File: config.mk
export PLATFORM = sky130hd
export DESIGN_NAME = rv32i_instr_encoder_flat
export DESIGN_NICKNAME = d
export VERILOG_FILES = /design/src/rtl/rv32i_instr_encoder_if.sv /design/src/rtl/rv32i_instr_encoder.sv /design/src/flat_wrapper.sv
export SDC_FILE = /design/constraint.sdc
export NUM_CORES = 1
export LEC_CHECK = 0
export ABC_CLOCK_PERIOD_IN_PS = 3830
export CORE_AREA = 10 10 120 122
export CTS_BUF_LIST = sky130_fd_sc_hd__clkbuf_4 sky130_fd_sc_hd__clkbuf_8 sky130_fd_sc_hd__clkbuf_16
export CTS_CLUSTER_SIZE = 10
export DETAILED_ROUTE_END_ITERATION = 10
export DIE_AREA = 0 0 130 132
export MAX_ROUTING_LAYER = met4
export PLACE_DENSITY = 0.84
export SETUP_SLACK_MARGIN = 0.15
export SLEW_MARGIN = 20
export SYNTH_ARGS = -nofsm -noshare
export SYNTH_HDL_FRONTEND = slang
export SYNTH_SLANG_ARGS = --single-unit
File: constraint.sdc
create_clock -name clk -period 3.83 [get_ports clk]
set_input_delay 0.766 -clock clk [delete_from_list [all_inputs] [get_ports clk]]
set_output_delay 0.766 -clock clk [all_outputs]
set_load 0.05 [all_outputs]
File: src/rtl/rv32i_instr_encoder_if.sv
// rv32i_instr_encoder_if
// Purpose: request and output bus of the RV32I instruction encoder.
//   master : request producer / word consumer (loader, test generator, bench)
//   slave  : the encoder itself
// Signals:
//   in_valid/in_ready     request handshake
//   in_format             0=R 1=I 2=S 3=B 4=U 5=J, 6/7 illegal
//   in_opcode, in_funct3, in_funct7, in_rd, in_rs1, in_rs2, in_imm   request fields
//   out_valid/out_ready   word handshake
//   out_instr, out_addr   encoded word at FIFO head and its word address
interface rv32i_instr_encoder_if;
  logic        in_valid;
  logic        in_ready;
  logic [2:0]  in_format;
  logic [6:0]  in_opcode;
  logic [2:0]  in_funct3;
  logic [6:0]  in_funct7;
  logic [4:0]  in_rd;
  logic [4:0]  in_rs1;
  logic [4:0]  in_rs2;
  logic [31:0] in_imm;
  logic        out_valid;
  logic        out_ready;
  logic [31:0] out_instr;
  logic [31:0] out_addr;

  modport master (
    output in_valid, in_format, in_opcode, in_funct3, in_funct7,
           in_rd, in_rs1, in_rs2, in_imm, out_ready,
    input  in_ready, out_valid, out_instr, out_addr
  );

  modport slave (
    input  in_valid, in_format, in_opcode, in_funct3, in_funct7,
           in_rd, in_rs1, in_rs2, in_imm, out_ready,
    output in_ready, out_valid, out_instr, out_addr
  );
endinterface

File: src/rtl/rv32i_instr_encoder.sv
// rv32i_instr_encoder
// Purpose: packs field-level requests into 32-bit RV32I instruction words and
//   drains them through a 2-entry FIFO, each word tagged with its address.
// Parameters:
//   BASE_ADDR  address of the first word after reset/flush
//   ADDR_STEP  address increment per emitted word (bytes)
// Ports:
//   clk    clock, all state updates on posedge
//   reset  synchronous active-high reset (priority over flush)
//   flush  synchronous clear of FIFO, address and err
//   bus    rv32i_instr_encoder_if.slave request/output bus
//   err    sticky error: illegal format or (optional) immediate out of range
// Configuration:
//   ENCODER_IMM_CHECK_EN  when defined, requests whose immediate does not fit
//                         the format are dropped and raise err; otherwise the
//                         immediate is silently truncated to its fields.
module rv32i_instr_encoder #(
  parameter logic [31:0] BASE_ADDR = 32'h0000_0000,
  parameter int          ADDR_STEP = 4
) (
  input  logic                     clk,
  input  logic                     reset,
  input  logic                     flush,
  rv32i_instr_encoder_if.slave     bus,
  output logic                     err
);

  typedef enum logic [1:0] {EMPTY, ONE, FULL} occ_t;

  occ_t        state, state_next;
  logic [31:0] mem [2];
  logic        wr_ptr, rd_ptr;
  logic [31:0] addr_q;
  logic [31:0] instr;
  logic [11:0] i_imm;
  logic        shift_form;
  logic        fmt_bad, imm_bad;
  logic        accept, push, pop;

  assign bus.in_ready  = (state != FULL);
  assign bus.out_valid = (state != EMPTY);
  assign bus.out_instr = bus.out_valid ? mem[rd_ptr] : 32'h0;
  assign bus.out_addr  = addr_q;

  assign accept = bus.in_valid & bus.in_ready;
  assign pop    = bus.out_valid & bus.out_ready;
  // Dropped requests (bad format/immediate) and flush-cycle requests never reach the FIFO.
  assign push   = accept & ~fmt_bad & ~imm_bad & ~flush;

  // Field packing. SLLI/SRLI/SRAI carry funct7 in the upper immediate bits.
  always_comb begin
    shift_form = (bus.in_opcode == 7'b0010011) &&
                 ((bus.in_funct3 == 3'b001) || (bus.in_funct3 == 3'b101));
    i_imm      = shift_form ? {bus.in_funct7, bus.in_imm[4:0]} : bus.in_imm[11:0];
    fmt_bad    = 1'b0;
    instr      = 32'h0;
    case (bus.in_format)
      3'd0: instr = {bus.in_funct7, bus.in_rs2, bus.in_rs1, bus.in_funct3,
                     bus.in_rd, bus.in_opcode};
      3'd1: instr = {i_imm, bus.in_rs1, bus.in_funct3, bus.in_rd, bus.in_opcode};
      3'd2: instr = {bus.in_imm[11:5], bus.in_rs2, bus.in_rs1, bus.in_funct3,
                     bus.in_imm[4:0], bus.in_opcode};
      3'd3: instr = {bus.in_imm[12], bus.in_imm[10:5], bus.in_rs2, bus.in_rs1,
                     bus.in_funct3, bus.in_imm[4:1], bus.in_imm[11], bus.in_opcode};
      3'd4: instr = {bus.in_imm[31:12], bus.in_rd, bus.in_opcode};
      3'd5: instr = {bus.in_imm[20], bus.in_imm[10:1], bus.in_imm[11],
                     bus.in_imm[19:12], bus.in_rd, bus.in_opcode};
      default: fmt_bad = 1'b1;
    endcase
  end

  // Range checks: a signed value fits when every bit above the field's sign
  // bit equals that sign bit; B/J offsets must also be even.
  always_comb begin
    imm_bad = 1'b0;
`ifdef ENCODER_IMM_CHECK_EN
    case (bus.in_format)
      3'd1: imm_bad = ~shift_form &
                      ~((~|bus.in_imm[31:11]) | (&bus.in_imm[31:11]));
      3'd2: imm_bad = ~((~|bus.in_imm[31:11]) | (&bus.in_imm[31:11]));
      3'd3: imm_bad = ~((~|bus.in_imm[31:12]) | (&bus.in_imm[31:12])) | bus.in_imm[0];
      3'd4: imm_bad = |bus.in_imm[11:0];
      3'd5: imm_bad = ~((~|bus.in_imm[31:20]) | (&bus.in_imm[31:20])) | bus.in_imm[0];
      default: imm_bad = 1'b0;
    endcase
`else
    imm_bad = 1'b0;
`endif
  end

  // Occupancy: push+pop together holds; FULL never pushes since in_ready is low.
  always_comb begin
    state_next = state;
    if (flush) begin
      state_next = EMPTY;
    end else begin
      case (state)
        EMPTY:   if (push) state_next = ONE;
        ONE:     if (push && !pop) state_next = FULL;
                 else if (pop && !push) state_next = EMPTY;
        FULL:    if (pop) state_next = ONE;
        default: state_next = EMPTY;
      endcase
    end
  end

  always_ff @(posedge clk) begin
    if (reset) state <= EMPTY;
    else       state <= state_next;
  end

  always_ff @(posedge clk) begin
    if (reset) begin
      mem[0] <= 32'h0;
      mem[1] <= 32'h0;
      wr_ptr <= 1'b0;
      rd_ptr <= 1'b0;
      addr_q <= BASE_ADDR;
      err    <= 1'b0;
    end else if (flush) begin
      wr_ptr <= 1'b0;
      rd_ptr <= 1'b0;
      addr_q <= BASE_ADDR;
      err    <= 1'b0;
    end else begin
      if (push) begin
        mem[wr_ptr] <= instr;
        wr_ptr      <= ~wr_ptr;
      end
      if (pop) begin
        rd_ptr <= ~rd_ptr;
        addr_q <= addr_q + 32'(ADDR_STEP);
      end
      if (accept && (fmt_bad || imm_bad)) err <= 1'b1;
    end
  end

endmodule

File: src/flat_wrapper.sv
// flat-port wrapper written by rule: the top's interface ports become plain ports
module rv32i_instr_encoder_flat 
#(
  parameter logic [31:0] BASE_ADDR = 32'h0000_0000,
  parameter int          ADDR_STEP = 4
)
  (clk, reset, flush, err, bus_in_valid, bus_in_format, bus_in_opcode, bus_in_funct3, bus_in_funct7, bus_in_rd, bus_in_rs1, bus_in_rs2, bus_in_imm, bus_out_ready, bus_in_ready, bus_out_valid, bus_out_instr, bus_out_addr);
  rv32i_instr_encoder_if bus_i ();
  input  logic clk;
  input  logic reset;
  input  logic flush;
  output logic err;
  input wire logic [$bits(bus_i.in_valid)-1:0] bus_in_valid;
  input wire logic [$bits(bus_i.in_format)-1:0] bus_in_format;
  input wire logic [$bits(bus_i.in_opcode)-1:0] bus_in_opcode;
  input wire logic [$bits(bus_i.in_funct3)-1:0] bus_in_funct3;
  input wire logic [$bits(bus_i.in_funct7)-1:0] bus_in_funct7;
  input wire logic [$bits(bus_i.in_rd)-1:0] bus_in_rd;
  input wire logic [$bits(bus_i.in_rs1)-1:0] bus_in_rs1;
  input wire logic [$bits(bus_i.in_rs2)-1:0] bus_in_rs2;
  input wire logic [$bits(bus_i.in_imm)-1:0] bus_in_imm;
  input wire logic [$bits(bus_i.out_ready)-1:0] bus_out_ready;
  output wire logic [$bits(bus_i.in_ready)-1:0] bus_in_ready;
  output wire logic [$bits(bus_i.out_valid)-1:0] bus_out_valid;
  output wire logic [$bits(bus_i.out_instr)-1:0] bus_out_instr;
  output wire logic [$bits(bus_i.out_addr)-1:0] bus_out_addr;
  assign bus_i.in_valid = bus_in_valid;
  assign bus_i.in_format = bus_in_format;
  assign bus_i.in_opcode = bus_in_opcode;
  assign bus_i.in_funct3 = bus_in_funct3;
  assign bus_i.in_funct7 = bus_in_funct7;
  assign bus_i.in_rd = bus_in_rd;
  assign bus_i.in_rs1 = bus_in_rs1;
  assign bus_i.in_rs2 = bus_in_rs2;
  assign bus_i.in_imm = bus_in_imm;
  assign bus_i.out_ready = bus_out_ready;
  assign bus_in_ready = bus_i.in_ready;
  assign bus_out_valid = bus_i.out_valid;
  assign bus_out_instr = bus_i.out_instr;
  assign bus_out_addr = bus_i.out_addr;
  rv32i_instr_encoder #(.BASE_ADDR(BASE_ADDR), .ADDR_STEP(ADDR_STEP)) u_core (.clk(clk), .reset(reset), .flush(flush), .bus(bus_i), .err(err));
endmodule
# Yosys cells after proc, flatten, opt, wreduce, memory -nomap -nowiden
# Memory sizes are Yosys's and may differ from the RTL's. A register that Yosys moved wholly into a read port is not among the register bits.
# Index checks and enable logic that the tools add are counted.
[totals]
regBits = 37
latchBits = 0
ramBits = 64
mem_bits_ro = 0
in_bits = 72
out_inout_bits = 67
wordCells = 62
memories = 1
[mem_list]
columns = ["memory", "words", "width", "rd", "rd_clocked_by_memory_dff", "wr", "line_no", "text"]
rows = [
  ["u_core.mem", 2, 32, 1, 1, 2, "rv32i_instr_encoder.sv:31", "logic [31:0] mem [2];"],
]
[op_classes]
add_sub_neg = 1
multipliers = 0
n_div = 0
order_cmp = 0
n_eq_ne = 14
n_shift = 0
n_mux = 20
n_bitwise = 7
n_reduce_logical = 14
[op_table]
columns = ["operator", "count"]
rows = [
  ["$pmux 32 s6", 1],
  ["$mux 32", 2],
  ["$add 32x3->32 const B", 1],
  ["$reduce_or 32->1", 1],
  ["$mux 12", 1],
  ["$mux 1", 11],
  ["$eq 3x3->1 const B", 3],
  ["$mux 2", 4],
  ["$eq 7x5->1 const B", 1],
  ["$eq 3x1->1 const B", 2],
  ["$eq 3x2->1 const B", 2],
  ["$pmux 2 s3", 1],
  ["$reduce_or 6->1", 1],
  ["$and 1x1->1", 4],
  ["$logic_and 1x1->1", 4],
  ["$ne 2x1->1 const B", 2],
  ["$logic_not 3->1", 1],
  ["$ne 3x1->1 const B", 1],
  ["$not 1->1", 3],
  ["$reduce_and 3->1", 1],
  ["$eq 2x1->1 const B", 1],
  ["$eq 2x2->1 const B", 1],
  ["$logic_not 1->1", 2],
  ["$logic_not 2->1", 1],
  ["other kinds (4)", 4],
]

# Longest topological paths before layout
[logic_depth]
word_depth = 10
mapped_depth = 7
mapped_depth_nobuf = 5

# Worst setup path after synthesis
# No wires, ideal clock.
[synth_timing]
path_type = "reg2reg"
start = "reg u_core.state[0]"
end = "mem u_core.mem[0][0], enable pin"
setup_time_ns = 0.470
arrival_ns = 3.709
required_time_ns = 3.360
path_slack_ns = -0.349
path_stages_with_launch = 5
n_path_buf = 1
period_less_slack_ns = 4.179
path_cell_list = "dfxtp_1 -> buf_4 -> nand2b_1 -> nand3_1 -> o31ai_1"
[synth_rtl]
columns = ["item", "line_no", "text"]
rows = [
  ["start: declaration", "rv32i_instr_encoder.sv:30", "occ_t state, state_next;"],
  ["start signal: assignment", "rv32i_instr_encoder.sv:109", "else state <= state_next;"],
  ["end: declaration", "rv32i_instr_encoder.sv:31", ""],
]

# Final worst setup path
[layout_timing]
start = "reg u_core.state[1]"
end = "out bus_out_instr[12]"
[layout_between]
elab_chain_len = 2
[layout_lines]
columns = ["item", "line_no", "text"]
rows = [
  ["$reduce_bool 2->1", "rv32i_instr_encoder.sv:41", "assign bus.out_valid = (state != EMPTY);"],
  ["$mux 32", "rv32i_instr_encoder.sv:42", "assign bus.out_instr = bus.out_valid ? mem[rd_ptr] : 32'h0;"],
  ["end: declaration", "flat_wrapper.sv:25", "output wire logic [$bits(bus_i.out_instr)-1:0] bus_out_instr;"],
]
# No other way between the ends.

==> reports/summary.log <==
qor: place.post_dp_cell_area 6610 um^2
qor: drt.drc 0
qor: sta.slew_violations 0
qor: logic_synthesis.synth_edf_count 64
qor: logic_synthesis.synth_top_family_by_area simple AND/OR/NAND/NOR gates
qor: logic_synthesis.netlist_instances 515
qor: floorplanning.top_level_ports 139
qor: clocking.post-cts-setup-buffers 0
qor: setup_path.crit_family buffers and inverters
qor: floorplanning.rows 40
qor: setup_path.critPathArrivalTime 2.35 ns
qor: sta.report.final.setup_viol 0
qor: setup_path.worst_path_max_delay_cell sky130_fd_sc_hd__clkdlybuf4s50_1
qor: logic_synthesis.yosys-mux-area-fraction 8.60%
qor: sta.finalWorstSetupSlack 0.710 ns
qor: power.p_total 2390 uW
qor: floorplanning.start_util 43.2%
qor: cells_and_area.most-common-layout-cells sky130_fd_sc_hd__clkdlybuf4s50_1 (136), sky130_fd_sc_hd__nor2_1 (107), sky130_fd_sc_hd__edfxtp_1 (64), sky130_fd_sc_hd__mux2i_1 (42), sky130_fd_sc_hd__dfxtp_1 (35)
qor: global_routing.globalRouteTotalUtil 17.3%
qor: sta.fmax 0.321 GHz
qor: logic_synthesis.basic_gate_share_of_the_synthesized_area_counting_and_or_nand_and_nor_cells 22.7%
qor: logic_synthesis.post_synthesis_xor_xnor_area_fraction 2.04%
qor: place.pre_cts_ws 0.750 ns
qor: clocking.insertion_delay 0.35 ns
qor: floorplanning.die_area 17200 um^2
qor: clocking.cts-root-to-sink-buffers 2
qor: clocking.holdBufCountCts 0
qor: floorplanning.fp.dieH 132 um
qor: cells_and_area.fillers 1004
qor: place.gp_congestion 0.898
qor: logic_synthesis.syn_area 5150 um^2
qor: sta.fin_crit_sh 81.5%
qor: hold_path.worst_hold_path_type reg2reg
qor: cells_and_area.insertedDiodeCount 0
qor: clocking.numCtsBuffers 9
qor: clocking.cts_resized 0
qor: setup_path.crit_path_cell_trace nor2_2, buf_4, nor2_1, clkdlybuf4s50_1
qor: drt.via_count 4488
qor: logic_synthesis.synthFlopType sky130_fd_sc_hd__edfxtp_1
qor: clocking.clock-root-buffer sky130_fd_sc_hd__clkbuf_16
qor: cells_and_area.synthToLayoutAreaGrowth 34.0%
qor: drt.final_antenna_net_count 0
qor: cells_and_area.multiInputGateArea 2320 um^2
qor: setup_path.critical_path_peak_fanout 26
qor: logic_synthesis.synthAdderAreaFrac 0.243%
qor: setup_path.setup.worst_path.end_class output port
qor: logic_synthesis.ys_ff_latch 100
qor: logic_synthesis.yosys_warnings 0
qor: global_routing.wire_length_of_the_first_global_routing_pass 23300 um
qor: drt.route.detailed.wl_per_inst 19.0 um
qor: run.max-cap-violations 0
qor: drt.detailedRoute.firstIterationViolations 365
qor: cells_and_area.layout.cells.most_common sky130_fd_sc_hd__clkdlybuf4s50_1
qor: logic_synthesis.synth_top_cell_area_share 37.3%
qor: setup_path.worst-endpoint-required 3.06 ns
qor: setup_path.crit_buf_inv 2
qor: drt.detail_route.vias_per_cell 5.69
qor: global_routing.number_of_global_route_vias_before_repair 4487
qor: sta.timing.slew.headroom 37.6%
qor: logic_synthesis.leading_post_synthesis_cells_by_cell_area sky130_fd_sc_hd__edfxtp_1 (37%), sky130_fd_sc_hd__dfxtp_1 (14%), sky130_fd_sc_hd__mux2i_1 (8.2%)
qor: global_routing.gr_ovfl_total 0
qor: place.dp_hpwl 11000 um
qor: global_routing.grt_max_degree 36
qor: sta.finClkSkew 0.0106 ns
qor: logic_synthesis.avgSynthCellArea 10.0 um^2
qor: sta.worst_slew_pin_slew 0.937 ns
qor: drt.drtPass1Iterations 5
qor: logic_synthesis.yosys.cell_types.count 55
qor: logic_synthesis.synth_compound_gate_area_share 10.9%
qor: clocking.cts_sinks 100
qor: sta.grt_setup_unrepaired false
qor: run_status.outcome complete, no violations
qor: setup_path.critical_path.startpoint_type flop
qor: setup_path.max_stage_delay 0.72 ns
qor: cells_and_area.drive_gt1_share 6.70%
qor: sta.totalNegativeSetupSlack 0 ns
qor: clocking.cts_max_level 3
qor: power.ir_worst_vdd 197 uV
qor: sta.finalHoldViolations 0
qor: global_routing.grt_antenna_before_repair 0
qor: cells_and_area.layout.cell_area.non_filler 6900 um^2
qor: power.p_leak 0.00232 uW
qor: place.port_buffers 136
qor: logic_synthesis.ys_seq_area_share 51.3%
qor: logic_synthesis.ys_async_sr_fraction 0%
qor: clocking.clkSlewWorstSetupHoldPaths 0.07 ns
qor: cells_and_area.ff_latch_area 2640 um^2
qor: clocking.cts_tree built
qor: cells_and_area.nets 710
qor: power.powerDensity 347 nW/um^2
qor: floorplanning.core_area 11900 um^2
qor: drt.detail_route.wirelength 15000 um
qor: sta.finalWorstPathRequiredPeriod 3.12 ns
qor: floorplanning.die_width 130 um
qor: logic_synthesis.yosysTopAreaCell sky130_fd_sc_hd__edfxtp_1
qor: setup_path.timing_worst_setup_path_type reg2out
-- registers in the layout (all words and copies together), names as in the netlist, named ones only --
| register | flops |
|---|---|
| u_core.mem | 64 |
| u_core.bus.out_addr | 30 |
| u_core.state | 2 |
| u_core.err | 1 |
| u_core.rd_ptr | 1 |
| u_core.wr_ptr | 1 |
-- synthesized netlist by cell type (11+ instances only) --
master                     instances
sky130_fd_sc_hd__o31ai_1          12
sky130_fd_sc_hd__nand4_1          11
sky130_fd_sc_hd__a22oi_1          11
sky130_fd_sc_hd__a21oi_1          34
sky130_fd_sc_hd__nor2_1          108
sky130_fd_sc_hd__nand2_1          20
sky130_fd_sc_hd__dfxtp_1          36
sky130_fd_sc_hd__clkbuf_1         21
sky130_fd_sc_hd__and2_1           17
sky130_fd_sc_hd__edfxtp_1         64
sky130_fd_sc_hd__or4_1            11
sky130_fd_sc_hd__mux2i_1          42
sky130_fd_sc_hd__nand3_1          13
-- per-layer routing --
metal | part of all wire, % | global-route usage [%] | wire length, um
met1 | 40 | 20.7 | 6060
met2 | 48 | 27.7 | 7250
met3 | 9.9 | 4.91 | 1490
met4 | 1.1 | 4.63 | 167
met5 | 0 | - | 0
-- per-stage QoR --
stage               cells  hold WS (ns)  util, %
finish                789         0.471     57.9
global route          789         0.521     57.9
CTS                   789         0.475     57.9
detailed placement    773         0.465     55.5
global placement      773         0.458     55.5
floorplan             516         0.472        -
-- power breakdown --
group,internal (uW),switching [uW],total (uW),leakage (uW)
registers,1180,13.7,1200,0.000958
clock network,458,430,888,0.000145
logic,135,171,306,0.00122
total,1780,615,2390,0.00232
-- cells by family (layout without fill, tap and decap cells) --
logic type      Yosys count  in the layout
mux                      44             44
flops                   100            100
buf+inv                  44            170
compound gates           84             84
other cells               1              2
simple gates            229            229
xor+xnor                 12             12
fa+ha+maj                 1              1
-- worst paths after layout --
path	to	startpoint	depth (start not counted)	slack (ns)
worst max register to register	u_core.mem[0][25]$_SDFFCE_PN0P_	u_core.state[0]$_SDFFE_PP0P_	4	1.50
worst min-delay path	u_core.bus.out_addr[31]$_SDFFE_PP0P_	u_core.bus.out_addr[31]$_SDFFE_PP0P_	2	0.47
worst min register to register	u_core.bus.out_addr[31]$_SDFFE_PP0P_	u_core.bus.out_addr[31]$_SDFFE_PP0P_	2	0.47
worst max-delay path	bus_out_instr[12]	u_core.state[1]$_SDFFE_PP0P_	4	0.71
-- worst min-delay path, stage by stage, from the launching register on --
cell and delay [ns]:
sky130_fd_sc_hd__dfxtp_1 0.32, sky130_fd_sc_hd__nand2_1 0.05, sky130_fd_sc_hd__mux2i_1 0.05
-- final cells by class --
type                    count  share of cell area, %
inverters                   9                  0.490
multi-input cells         372                   33.6
clock inverters             7                  0.979
clock buffers               9                   3.26
repair buffers            145                   20.7
flip-flops and latches    100                   38.3
well taps                 147                   2.67
(Power assumes the default switching activity.)
